$ cat src/rtl/snake_px_responder.sv
// Avalon-MM pixel-buffer responder: decodes snake-engine pixel writes/reads onto a shared
// single-port frame memory, arbitrating against the VGA scan-out reader.
module snake_px_responder #(
  parameter logic [31:0] BASE_ADDR    = 32'h0800_0000,
  parameter int unsigned NUM_X        = 320,
  parameter int unsigned NUM_Y        = 240,
  parameter int unsigned MEM_AW       = 17,
  parameter int unsigned STARVE_LIMIT = 4
) (
  input  logic              clk,
  input  logic              reset,
  input  logic [31:0]       px_address,
  input  logic              px_read,
  input  logic              px_write,
  input  logic [15:0]       px_writedata,
  output logic [15:0]       px_readdata,
  output logic              px_waitrequest,
  input  logic              scan_req,
  input  logic [8:0]        scan_x,
  input  logic [7:0]        scan_y,
  output logic              scan_valid,
  output logic [15:0]       scan_rdata,
  output logic [MEM_AW-1:0] mem_addr,
  output logic              mem_we,
  output logic [15:0]       mem_wdata,
  input  logic [15:0]       mem_rdata,
  output logic [15:0]       wr_count,
  output logic [7:0]        drop_count
);

  localparam int unsigned CntW = $clog2(STARVE_LIMIT + 1);

  typedef enum logic [1:0] {StIdle, StReadWait, StReadResp} state_e;

  state_e          state_q, state_d;
  logic [CntW-1:0] starve_q, starve_d;
  logic [15:0]     rdata_q, rdata_d;
  logic [15:0]     wr_q, wr_d;
  logic [7:0]      drop_q, drop_d;
  logic            scan_valid_q;

  logic [8:0]  px_x;
  logic [7:0]  px_y;
  logic [31:0] px_lin, scan_lin;
  logic        hit, req, idle, starve_max;
  logic        av_issue, av_miss, scan_grant;
  logic        wait_c, we_c;

  assign px_x     = px_address[9:1];
  assign px_y     = px_address[17:10];
  assign px_lin   = 32'(px_y) * 32'(NUM_X) + 32'(px_x);
  assign scan_lin = 32'(scan_y) * 32'(NUM_X) + 32'(scan_x);
  assign hit      = (px_address[31:18] == BASE_ADDR[31:18]) &&
                    (32'(px_x) < 32'(NUM_X)) && (32'(px_y) < 32'(NUM_Y));

  assign req        = px_read | px_write;
  assign idle       = (state_q == StIdle);
  assign starve_max = (starve_q == CntW'(STARVE_LIMIT));

  // A decode miss never touches memory, so only in-range requests compete with scan-out.
  assign av_issue   = ~reset & idle & req & hit & (~scan_req | starve_max);
  assign av_miss    = ~reset & idle & req & ~hit;
  assign scan_grant = ~reset & scan_req & ~av_issue;

  always_comb begin
    state_d  = state_q;
    starve_d = '0;
    rdata_d  = rdata_q;
    wait_c   = 1'b1;
    we_c     = 1'b0;
    mem_addr = scan_lin[MEM_AW-1:0];
    unique case (state_q)
      StIdle: begin
        if (!req || av_miss) begin
          wait_c = 1'b0;
        end else if (av_issue) begin
          mem_addr = px_lin[MEM_AW-1:0];
          if (px_write) begin
            we_c   = 1'b1;
            wait_c = 1'b0;
          end else begin
            state_d = StReadWait;
          end
        end else begin
          starve_d = starve_max ? starve_q : starve_q + CntW'(1);
        end
      end
      StReadWait: begin
        rdata_d = mem_rdata;
        state_d = StReadResp;
      end
      StReadResp: begin
        wait_c  = 1'b0;
        state_d = StIdle;
      end
      default: state_d = StIdle;
    endcase
  end

  always_comb begin
    wr_d   = wr_q;
    drop_d = drop_q;
    if (av_issue && px_write) wr_d = wr_q + 16'd1;
    if (av_miss && drop_q != 8'hFF) drop_d = drop_q + 8'd1;
  end

  always_ff @(posedge clk or posedge reset) begin
    if (reset) begin
      state_q      <= StIdle;
      starve_q     <= '0;
      rdata_q      <= '0;
      wr_q         <= '0;
      drop_q       <= '0;
      scan_valid_q <= 1'b0;
    end else begin
      state_q      <= state_d;
      starve_q     <= starve_d;
      rdata_q      <= rdata_d;
      wr_q         <= wr_d;
      drop_q       <= drop_d;
      scan_valid_q <= scan_grant;
    end
  end

  // Read data is only presented in the completing cycle; misses and idle return zero.
  assign px_readdata    = (state_q == StReadResp) ? rdata_q : 16'h0000;
  assign px_waitrequest = reset | wait_c;
  assign mem_we         = ~reset & we_c;
  assign mem_wdata      = px_writedata;
  assign scan_valid     = scan_valid_q;
  assign scan_rdata     = scan_valid_q ? mem_rdata : 16'h0000;
  assign wr_count       = wr_q;
  assign drop_count     = drop_q;

endmodule

$ cat config.mk
export PLATFORM = sky130hd
export DESIGN_NAME = snake_px_responder
export DESIGN_NICKNAME = d
export VERILOG_FILES = /design/src/rtl/snake_px_responder.sv
export SDC_FILE = /design/constraint.sdc
export NUM_CORES = 1
export LEC_CHECK = 0
export BUFFER_PORTS_ARGS = -buffer_cell sky130_fd_sc_hd__clkbuf_2
export CAP_MARGIN = 20
export CORE_MARGIN = 2
export CORE_UTILIZATION = 51
export CTS_CLUSTER_SIZE = 14
export DETAILED_ROUTE_END_ITERATION = 16
export PLACE_DENSITY = 0.87
export SYNTH_ARGS = -nofsm -noshare
export SYNTH_HDL_FRONTEND = slang
export SYNTH_SLANG_ARGS = --single-unit
$ cat constraint.sdc
create_clock -name clk -period 6.5 [get_ports clk]
set_input_delay 0.325 -clock clk [delete_from_list [all_inputs] [get_ports clk]]
set_output_delay 0.325 -clock clk [all_outputs]
set_load 0.005 [all_outputs]
-- After elaboration in Yosys (flattened, before gate mapping)
Index checks and enable logic that the tools add are counted.
- output and inout bits: 92
- input bits: 86
- register bits after elaboration: 46
- reduce and logical (&&, ||, !) cells: 8
- eq/ne operators: 9
- add/subtract/negate cells: 5
- $mul: 2
- order comparisons: 2
- mux-type cells: 21
- bitwise logic cells: 15
- operators with widths (cell ; number):
    17-bit 2-to-1 mux ; 3
    17-bit by 9-bit adder with 17-bit output ; 2
    16-bit 2-to-1 mux ; 2
    8-bit by 3-bit multiplier with 11-bit output (second input constant) ; 2
    16-bit by 1-bit adder with 16-bit output (second input constant) ; 1
    14-bit by 10-bit == test with 1-bit output (second input constant) ; 1
    3-bit 2-to-1 mux ; 4
    9-bit < comparator (second input constant) ; 1
    8-bit by 1-bit adder with 8-bit output (second input constant) ; 1
    1-bit bitwise AND ; 8
    8-bit < comparator (second input constant) ; 1
    8-bit != test (second input constant) ; 1
    1-bit 2-to-1 mux ; 7
    2-bit 2-to-1 mux ; 3
    1-bit logical AND ; 4
    2-bit != test (second input constant) ; 2
    4-bit by 2-bit != test with 1-bit output (second input constant) ; 1
    1-bit inverter ; 4
    2-bit case mux with 2 select lines ; 1
    3-bit by 1-bit adder with 3-bit output (second input constant) ; 1
    3-bit == test (second input constant) ; 1
    1-bit OR ; 3
    3-bit AND reduction ; 1
    2-bit by 1-bit == test with 1-bit output (second input constant) ; 1
    other kinds (6) ; 6

-- Longest topological paths before layout
Gate-level depths: netlist of run 1.
- depth after elaboration: 9
- depth in mapped cells: 9

-- Worst setup path after synthesis of run 1
Ideal clock, no wire load.
- path type: input -> output
- start point: in px_address[11]
- end point: out mem_addr[16]
- required time: 6175 ps
- stages: 9
- data arrival time: 2345 ps
- buffers on the path: 0
- setup slack: 3830 ps
- cell sequence: ha_1 ha_1 fa_1 a21o_1 a311o_1 a21oi_1 xnor2_1 a311oi_1 a21oi_1
- cells in the longest elaborated chain, start to end: 7
- elaborated cells on any way between the ends: 12
- those cells by class: add/sub: 1; mul: 1; order compare: 1; mux: 3; bitwise: 4; reduce/logical: 2
- RTL lines (what ; line ; RTL):
    from (decl) ; 12 ; input logic [31:0] px_address,
    parallel branches: the longest is 5 deep, another holds 17-bit by 9-bit adder with 17-bit output ; n/a ;
    17-bit 2-to-1 mux * ; 74 ; if (!req || av_miss) begin
    17-bit 2-to-1 mux * ; 72 ; unique case (state_q)
    to (decl) ; 23 ; output logic [MEM_AW-1:0] mem_addr,
Mark *: on every way between the ends.

-- Final worst setup path of run 1
- start point: reg starve_q[0]
- end point: out mem_addr[11]
- cells in the longest elaborated chain, start to end: 6
- RTL lines (what ; line ; RTL):
    from (decl) ; 36 ; logic [CntW-1:0] starve_q, starve_d;
    from (signal assigned) ; 117 ; starve_q <= starve_d;
    3-bit == test ; 58 ; assign starve_max = (starve_q == CntW'(STARVE_LIMIT));
    1-bit OR ; 61 ; assign av_issue = ~reset & idle & req & hit & (~scan_req | starve_max);
    1-bit bitwise AND ; 61 ;
    17-bit 2-to-1 mux ; 76 ; end else if (av_issue) begin
    17-bit 2-to-1 mux ; 74 ;
    17-bit 2-to-1 mux ; 72 ;
No other way between the ends.

==> results of run 1 <==
power breakdown:
group | internal, uW | switching (uW) | total (uW)
sequential | 312 | 29.6 | 341
combinational | 134 | 142 | 276
clock | 115 | 91.2 | 206
routing by layer:
metal  GRT usage [%]  vias to the layer above  wire, um
met3            4.25                       10       663
met4            6.51                        0       104
li1                -                     1597         -
met5               0                        -         0
met1            25.1                     1552      3510
met2            43.1                      129      4440
critical path, delay by kind of cell (launching register included):
kind | cells | cell delay (ps)
buffers and inverters | 2 | 250
flip-flops | 1 | 410
AO/OA/AOI/OAI | 2 | 610
AND/OR/NAND/NOR | 3 | 1090
adder cells (fa/ha/maj) | 1 | 190
worst paths after layout:
| kind | startpoint | to | slack, ps | cells past startpoint |
|---|---|---|---|---|
| hold / removal | mem_rdata[10] | rdata_q[10]$_DFFE_PP0N_ | 280 | 2 |
| setup / recovery | starve_q[0]$_DFFE_PP0P_ | mem_addr[11] | 3330 | 8 |
| setup reg to reg | starve_q[0]$_DFFE_PP0P_ | wr_count[8]$_DFFE_PP0P_ | 3960 | 8 |
| min in group asynchronous | reset | state_q[1]$_DFFE_PP0P_ | 310 | 2 |
| max in group asynchronous | reset | wr_count[1]$_DFFE_PP0P_ | 5590 | 2 |
| hold reg to reg | wr_count[15]$_DFFE_PP0P_ | wr_count[15]$_DFFE_PP0P_ | 480 | 1 |
flip-flops by register name, summed over array words and instances, names as in the netlist:
signal      count
rdata_q        16
state_q         2
scan_valid      1
wr_count       16
starve_q        3
drop_count      8
per-stage QoR:
stage               utilization, %  hold slack [ps]  total power, uW
finish                        64.9              277              823
floorplan                        -              391              522
global placement              63.2              461              606
global route                  64.9              265              877
CTS                           64.7              268              829
detailed placement            63.2              465              620
Yosys cell counts, types with 7 or more instances:
cell     instances  area, sq um
nand4_1          7         43.8
xnor2_1         29          254
o21ai_0          9         45.0
inv_1           13         48.8
dfrtp_1         46         1150
ha_1            34          425
buf_4           16          120
nor3_1           8         40.0
mux2_2          17          191
nand3_1         11         55.1
a21oi_1         12         60.1
xor2_1          18          158
and2_1          35          219
and3_1           8         50.1
nor2_1          21         78.8
nand2_1         45          169
cell families (layout without fill, tap and decap cells):
group                    Yosys count  in the layout  share of synthesized area [%]
AND/OR/NAND/NOR                  156            156                           22.5
multiplexers                      22             22                           6.70
AO/OA/AOI/OAI                     45             45                           8.94
XOR/XNOR                          47             47                           11.2
adder cells (fa/ha/maj)           38             38                           13.7
flip-flops                        46             46                           31.3
buffers and inverters             37            166                           5.64
area by class of cell:
| class | instances | area (sq um) | share of cell area, % |
|---|---|---|---|
| repair buffers | 145 | 732 | 16.3 |
| clock inverters | 2 | 37.5 | 0.837 |
| well taps | 96 | 120 | 2.68 |
| multi-input cells | 308 | 2320 | 51.8 |
| clock buffers | 6 | 72.6 | 1.62 |
| inverters | 13 | 48.8 | 1.09 |
| flip-flops and latches | 46 | 1150 | 25.7 |
==> metrics.csv, run 1 <==
metric,value,unit
critPathMaxStageDelay,510,ps
grt_pass1_wl,14200,um
drt-total-wl,8720,um
rows,30,
fin_cells,616,
viasPerCell,5.34,
grt_max_degree,48,
setup_viol,0,
gr-total-overflow,0,
worst_skew_pair.late_latency,290,ps
holdBufCountCts,0,
layout_min_cycle_time,3170,ps
synth-edff-count,0,
yosysSeqAreaShare,31.3,%
htreeDepth,2,
netlist_area,0.00368,sq mm
cts_num_sinks,46,
synth.distinct_cells,48,
rsz0062_at_grt,no,
grt_usage,22.5,%
start_kind,flip-flop,
ys_seq_elements,46,
maxCapViolations,0,
die_area,0.00791,sq mm
syn_nets,515,
initial_core_util,53.3,%
grt_pass1_vias,3252,
path_cells,inv_1 > ha_1 > nand2_1 > a2111oi_4 > nand2_1 > or3_1 > o31ai_1 > clkbuf_2,
postPlaceCellArea,0.00436,sq mm
fmax,315,MHz
final_max_slew_viol_count,0,
n_antenna_cell,0,
slowest_stage,a2111oi_4,
remaining_drc_errors,0,
crit_fanout,13,
antenna_found_initial,0,
syn_inst,391,
cts_root_buf,clkbuf_8,
setup_ws,3330,ps
drt_iter0_drc,110,
syn_area_per_cell,9.41,sq um
yosys_warnings,0,
hpwl,7140,um
place.gp.congestion,0.940,
n_fill_cell,592,
chipWidth,88.9,um
cts.reportedPaths.clkPinSlew,80,ps
drtAntennaViolNets,0,
wl_per_cell,14.2,um
cp.required,6170,ps
cts_resized,0,
dp_slack,3390,ps
dp.cells,607,
status,"complete, no violations",
nets,643,
end_kind,output port,
design_area,0.00448,sq mm
worstSetupPathType,reg2out,
finalSetupTns,0,ps
port_buffers,144,
post_route_cells_drive_above_1_share,34.4,%
vdd_drop_max,91.8,uV
cts.path.max_buffers,2,
firstDrtPassIters,4,
cts_setup_buffers,0,
vias,3288,
worst_pin_slew,943,ps
p_per_area,184,mW/mm^2
dominantRegCellSynth,dfrtp_1,
arrival,2850,ps
numCtsBuffers,5,
ios,178,
core,0.00691,sq mm
p_leak,0.00236,uW
relSlewSlack,37.0,%
area_growth,21.8,%
skew,7.13,ps
min_period_over_period,48.8,%
hp-class,in2reg,
async_flop_share,100,%
final_common_cell,clkbuf_2,
die_height,88.9,um
cts_tree,done,
layout_common_cells,"clkbuf_2 (144), dfrtp_1 (46), nand2_1 (45)",
hold_violations,0,
cp_common_cell,nand2_1,
(Power assumes the default switching activity.)
==> run 2: changes to the inputs <==
Settings changed: ABC_AREA set to 1, CORE_UTILIZATION 51 to 45, PLACE_DENSITY 0.87 to 0.79.
Clock period 6.5 ns to 2.8 ns, I/O delays scaled along.
==> run 2 against run 1 <==
Core utilization fell by 10 points. Final area rose by 12%. Combinational power rose to 2.5 times the previous value. Worst setup slack got worse by 3000 ps. Clock skew rose by 2.5 ps. Die area rose by 29%. Worst hold slack got worse by 260 ps. Routed wire length rose by 8.9%. Global-route usage fell by 3.5 points. Critical endpoint is now mem_addr[15]. Register-to-register slack got worse by 3200 ps. Final cell count rose by 42%. Sequential power rose by 130%. Critical path type is now in2out.
==> metrics.csv, run 2 <==
metric,value,unit,change
synth-edff-count,0,,unchanged
critPathMaxStageDelay,550,ps,was 510 ps
grt_pass1_wl,16100,um,was 14200 um
synth.distinct_cells,33,,was 48
maxCapViolations,0,,unchanged
final_max_slew_viol_count,0,,unchanged
synth_top_area_cell,dfrtp_1,,unchanged
worstSetupPathType,in2out,,was reg2out
gr-total-overflow,0,,unchanged
rows,35,,was 30
relSlewSlack,46.9,%,was 37.0%
die_area,0.0102,sq mm,was 0.00791 sq mm
slowest_stage,fa_1,,was a2111oi_4
place.gp.congestion,0.862,,was 0.940
setup_viol,0,,unchanged
intPower,1210,uW,was 560 uW
cp.required,2660,ps,was 6170 ps
grt_pass1_vias,3802,,was 3252
dominantRegCellSynth,dfrtp_1,,unchanged
synth_most_common_cell,nand2_1,,was dfrtp_1
crit_fanout,4,,was 13
worst_skew_pair.late_latency,300,ps,was 290 ps
netlist_area,0.00423,sq mm,was 0.00368 sq mm
finalSetupTns,0,ps,unchanged
p_leak,0.00295,uW,was 0.00236 uW
async_flop_share,100,%,unchanged
nets,889,,was 643
port_buffers,144,,unchanged
firstDrtPassIters,4,,unchanged
yosys_warnings,0,,unchanged
grt_max_degree,48,,unchanged
reg2reg_slack,810,ps,was 3960 ps
die_height,101,um,was 88.9 um
netlist_top_cells_area,"dfrtp_1 (27%), nand2_1 (16%), ha_1 (10%)",,"was dfrtp_1 (31%), ha_1 (12%), xnor2_1 (6.9%)"
n_antenna_cell,0,,unchanged
cts_setup_buffers,0,,unchanged
remaining_drc_errors,0,,unchanged
cts.path.max_buffers,2,,unchanged
core,0.00920,sq mm,was 0.00691 sq mm
antenna_found_initial,0,,unchanged
numCtsBuffers,5,,unchanged
rsz0062_at_grt,no,,unchanged
chipWidth,101,um,was 88.9 um
cts_num_sinks,46,,unchanged
synth_common_cells,"nand2_1 (185), inv_1 (111), nor2_1 (61)",,"was dfrtp_1 (46), nand2_1 (45), and2_1 (35)"
cts_tree,done,,unchanged
dp_slack,310,ps,was 3390 ps
yosysSeqAreaShare,27.2,%,was 31.3%
ios,178,,unchanged
pwr-share-comb,36.7,%,was 33.5%
layout_common_cells,"nand2_1 (185), clkbuf_2 (144), inv_1 (110)",,"was clkbuf_2 (144), dfrtp_1 (46), nand2_1 (45)"
start_kind,input pin,,was flip-flop
hpwl,7880,um,was 7140 um
min_period_over_period,88.6,%,
status,"complete, no violations",,unchanged
syn_nets,764,,was 515
holdBufCountCts,0,,unchanged
worst_pin_slew,794,ps,was 943 ps
drtAntennaViolNets,0,,unchanged
syn_area_per_cell,6.60,sq um,was 9.41 sq um
cp_common_cell,nand2_1,,unchanged
ys_seq_elements,46,,unchanged
cts.reportedPaths.clkPinSlew,80,ps,about the same
cts_resized,0,,unchanged
path_cells,clkbuf_2 > ha_1 > ha_1 > fa_1 > nand2_1 > nor2_1 > nand2_1 > nand2_1 > nand2_1 > nor2_1 > nand3_1 > nand2_1 > nand3_1 > nand2_1 > clkbuf_2,,was inv_1 > ha_1 > nand2_1 > a2111oi_4 > nand2_1 > or3_1 > o31ai_1 > clkbuf_2
skew,9.67,ps,was 7.13 ps
p_per_area,375,mW/mm^2,was 184 mW/mm^2
hp-class,in2async,,was in2reg
htreeDepth,2,,unchanged
p_switching,667,uW,was 263 uW
setup_ws,319,ps,was 3330 ps
power.share.sequential,41.0,%,was 41.5%
vdd_drop_max,169,uV,was 91.8 uV
synth_top_area_share,27.2,%,was 31.3%
cts_root_buf,clkbuf_8,,unchanged
final_common_cell,nand2_1,,was clkbuf_2
end_kind,output port,,unchanged
initial_core_util,45.9,%,was 53.3%
grt_usage,19.0,%,was 22.5%
viasPerCell,4.74,,was 5.34
layout_min_cycle_time,2480,ps,
hold_violations,0,,unchanged
drt_iter0_drc,91,,was 110
arrival,2340,ps,was 2850 ps
wl_per_cell,10.8,um,was 14.2 um
fmax,403,MHz,
vias,4153,,was 3288
drt-total-wl,9490,um,was 8720 um
p_clk_share,22.3,%,was 25.0%
area_growth,18.7,%,was 21.8%
p_sw_share,35.5,%,was 31.9%
post_route_cells_drive_above_1_share,21.8,%,was 34.4%
syn_inst,640,,was 391
run 2: cell count changes after synthesis, moves of 5 or more:
cell / previous run / this run
xnor2_1: 29 / 12
inv_1: 13 / 111
mux2_2: 17 / 0
nand2_1: 45 / 185
nand4_1: 7 / 12
nor2_1: 21 / 61
o21ai_0: 9 / 36
nand3_1: 11 / 42
and2_1: 35 / 0
and3_1: 8 / 1
o21ai_1: 0 / 13
nor2b_1: 5 / 0
run 2: final timing paths:
| kind | to | cells after the start | from |
|---|---|---|---|
| worst max-delay path | mem_addr[15] | 15 | px_address[11] |
| worst min-delay path | starve_q[0]$_DFFE_PP0P_ | 3 | reset |
| worst max register to register | wr_count[11]$_DFFE_PP0P_ | 9 | starve_q[0]$_DFFE_PP0P_ |
| worst min register to register | state_q[1]$_DFFE_PP0P_ | 1 | state_q[1]$_DFFE_PP0P_ |
| max in group asynchronous | rdata_q[7]$_DFFE_PP0N_ | 3 | reset |
| min in group clk | scan_valid$_DFF_PP0_ | 2 | reset |
run 2: final cells by class:
class / count / area, sq um
inverter: 113 / 430
fill: 913 / 4180
sequential: 46 / 1150
timing repair buffer: 147 / 743
clock buffer: 6 / 82.6
clock inverter: 2 / 12.5
tap: 111 / 139
multi-input combinational: 452 / 2450
run 2: through the flow:
| step | cell area, sq um | power [uW] | utilization [%] | cells | hold WS [ps] |
|---|---|---|---|---|---|
| global placement | 4920 | 1460 | 53.5 | 869 | 280 |
| floorplan | 4230 | 1260 | - | 640 | 206 |
| detailed placement | 4920 | 1480 | 53.5 | 869 | 280 |
| global route | 5010 | 2040 | 54.5 | 877 | 27.5 |
| finish | 5010 | 1880 | 54.5 | 877 | 13.2 |
| CTS | 5010 | 1910 | 54.5 | 877 | 24.2 |
run 2: power groups by stage:
stage	combinational [uW]	sequential [uW]	clock, uW
floorplan	484	773	0
global placement	681	782	0
detailed placement	694	784	0
CTS	698	771	445
global route	800	780	463
finish	690	770	420
run 2: critical path, delay by kind of cell:
family | cells | cell delay, ps
adders and majority gates | 3 | 1080
and+or+nand+nor | 10 | 880
buffers and inverters | 2 | 220
run 2: routing by layer:
metal | part of all wire [%] | global-route usage (%) | up-vias
met5 | 0 | 0 | -
met4 | 1.1 | 4.16 | 0
met3 | 6.6 | 3.95 | 11
met2 | 48 | 34.2 | 131
met1 | 45 | 23.4 | 1783
li1 | - | - | 2228
run 2: cells by family after synthesis:
logic type      Yosys count  synth area share, %
xor+xnor                 30                 6.40
buf+inv                 142                 14.7
simple gates            320                 31.7
flops                    46                 27.2
compound gates           64                 8.05
fa+ha+maj                38                 12.0
==> run 3: changes to the inputs <==
Settings changed: CORE_UTILIZATION 45 to 49, PLACE_DENSITY 0.79 to 0.82, SKIP_CTS_REPAIR_TIMING set to 1.
Clock period 2.8 ns to 2.5 ns, I/O delays scaled along.
==> run 3 against run 2 <==
The flow now finishes with violations (hold timing). Power increased by 20%. Largest cell class unchanged. Sequential share of layout area decreased by 0.58 points. Sequential power increased by 12%. Clock-buffer cell count unchanged. Die area decreased by 7.8%. First-iteration DRC count increased by 90%. Clock skew decreased by 2.9 ps. Flip-flop and latch count unchanged. Critical path type unchanged. Worst setup slack got worse by 150 ps.
==> metrics.csv, run 3 (same netlist as run 2, synthesis figures left out) <==
metric,value,unit,change
rows,33,,was 35
vdd_drop_max,223,uV,was 169 uV
worst_pin_slew,753,ps,was 794 ps
hold_violations,46,,was 0
place.gp.congestion,0.865,,was 0.862
layout_min_cycle_time,2330,ps,
drt_iter0_drc,173,,was 91
initial_core_util,50.9,%,was 45.9%
numCtsBuffers,5,,unchanged
cts_num_sinks,46,,unchanged
multi_input_area,0.00255,sq mm,was 0.00245 sq mm
layout_common_cells,"nand2_1 (182), clkbuf_2 (144), inv_1 (110)",,"was nand2_1 (185), clkbuf_2 (144), inv_1 (110)"
grt_max_degree,48,,unchanged
ios,178,,unchanged
worstRegToRegCells,9,,unchanged
remaining_drc_errors,0,,unchanged
cp.required,2380,ps,was 2660 ps
start_kind,input pin,,unchanged
p_leak,0.00297,uW,was 0.00295 uW
crit_fanout,4,,unchanged
final_max_slew_viol_count,0,,unchanged
drt-total-wl,10100,um,was 9490 um
p_per_area,438,mW/mm^2,was 375 mW/mm^2
maxCapViolations,0,,unchanged
arrival,2210,ps,was 2340 ps
firstDrtPassIters,5,,was 4
die_height,96.9,um,was 101 um
final_common_cell,nand2_1,,unchanged
post_route_cells_drive_above_1_share,24.0,%,was 21.8%
core,0.00830,sq mm,was 0.00920 sq mm
antenna_found_initial,0,,unchanged
die_area,0.00938,sq mm,was 0.0102 sq mm
violations,hold timing,,
postPlaceCellArea,0.00491,sq mm,was 0.00492 sq mm
grt_pass1_vias,4108,,was 3802
chipWidth,96.9,um,was 101 um
seq_area,0.00115,sq mm,unchanged
gr-total-overflow,0,,unchanged
port_buffers,144,,unchanged
final_util,62.0,%,was 54.5%
htreeDepth,2,,unchanged
hp-class,in2async,,unchanged
setup_viol,0,,unchanged
grt_usage,20.5,%,was 19.0%
n_fill_cell,748,,was 913
grt_pass1_wl,16700,um,was 16100 um
drtAntennaViolNets,0,,unchanged
status,finished with violations,,"was complete, no violations"
cts_tree,done,,unchanged
worst_skew_pair.late_latency,290,ps,was 300 ps
wl_per_cell,11.5,um,was 10.8 um
worstSetupPathType,in2out,,unchanged
relSlewSlack,49.6,%,was 46.9%
skew,6.80,ps,was 9.67 ps
design_area,0.00514,sq mm,was 0.00501 sq mm
cts.reportedPaths.clkPinSlew,90,ps,was 80 ps
vias,4381,,was 4153
area_growth,21.7,%,was 18.7%
cts_root_buf,clkbuf_8,,unchanged
n_antenna_cell,0,,unchanged
min_period_over_period,93.3,%,
viasPerCell,5.01,,was 4.74
end_kind,output port,,unchanged
nets,893,,was 889
cts.path.max_buffers,2,,unchanged
hpwl,8190,um,was 7880 um
fmax,429,MHz,
holdWs,-12.7,ps,was 13.2 ps
[run 3: cell count changes in the layout (fill, tap and decap cells not counted), sizes merged]
cell    delta
bufinv     +1
clkinv     -1
buf        +4
[run 3: path summary, 6_finish.rpt]
check,from,to,slack [ps]
setup / recovery,px_address[11],mem_addr[15],170
hold / removal,reset,wr_count[0]$_DFFE_PP0P_,-10
setup reg to reg,starve_q[0]$_DFFE_PP0P_,wr_count[15]$_DFFE_PP0P_,480
hold reg to reg,state_q[1]$_DFFE_PP0P_,state_q[1]$_DFFE_PP0P_,490
max in group asynchronous,reset,rdata_q[3]$_DFFE_PP0N_,2140
min in group clk,reset,scan_valid$_DFF_PP0_,10
[run 3: through the flow]
| stage | setup slack [ps] | cells | hold WS (ps) | total power, uW | TNS, ps |
|---|---|---|---|---|---|
| floorplan | 388 | 640 | 191 | 1410 | 0 |
| global placement | 91.8 | 863 | 250 | 1630 | 0 |
| detailed placement | -10.2 | 863 | 250 | 1670 | -10.2 |
| CTS | -14.1 | 871 | 2.64 | 2220 | -27.8 |
| global route | -3.14 | 875 | 16.4 | 2430 | -3.14 |
| finish | 167 | 875 | -12.7 | 2250 | 0 |
[run 3: metal layers]
metal / share of wire (%) / track usage [%]
met3: 6.5 / 4.26
met4: 1.4 / 5.09
met1: 41 / 22.6
met5: 0 / 0
met2: 51 / 39.6
[run 3: cell type report]
type | count | share of cell area, %
clock buffers | 6 | 1.41
clock inverters | 2 | 0.730
inverters | 113 | 8.37
multi-input cells | 452 | 49.5
flip-flops and latches | 46 | 22.4
well taps | 105 | 2.55
repair buffers | 151 | 15.0
[run 3: power breakdown]
part,internal (uW),switching (uW)
logic,374,472
registers,798,66.3
clock network,298,243
[run 3: critical path, cell delays in order]
cell      delay (ps)
clkbuf_2         120
ha_4             260
ha_4             170
fa_2             600
nand2_1           70
nor2_1            90
nand2_1           60
nand2_2           70
nand2_1           90
nor2_4           120
nand3_1           80
nand2_1           70
nand3_1           70
nand2_1           90
clkbuf_2         120
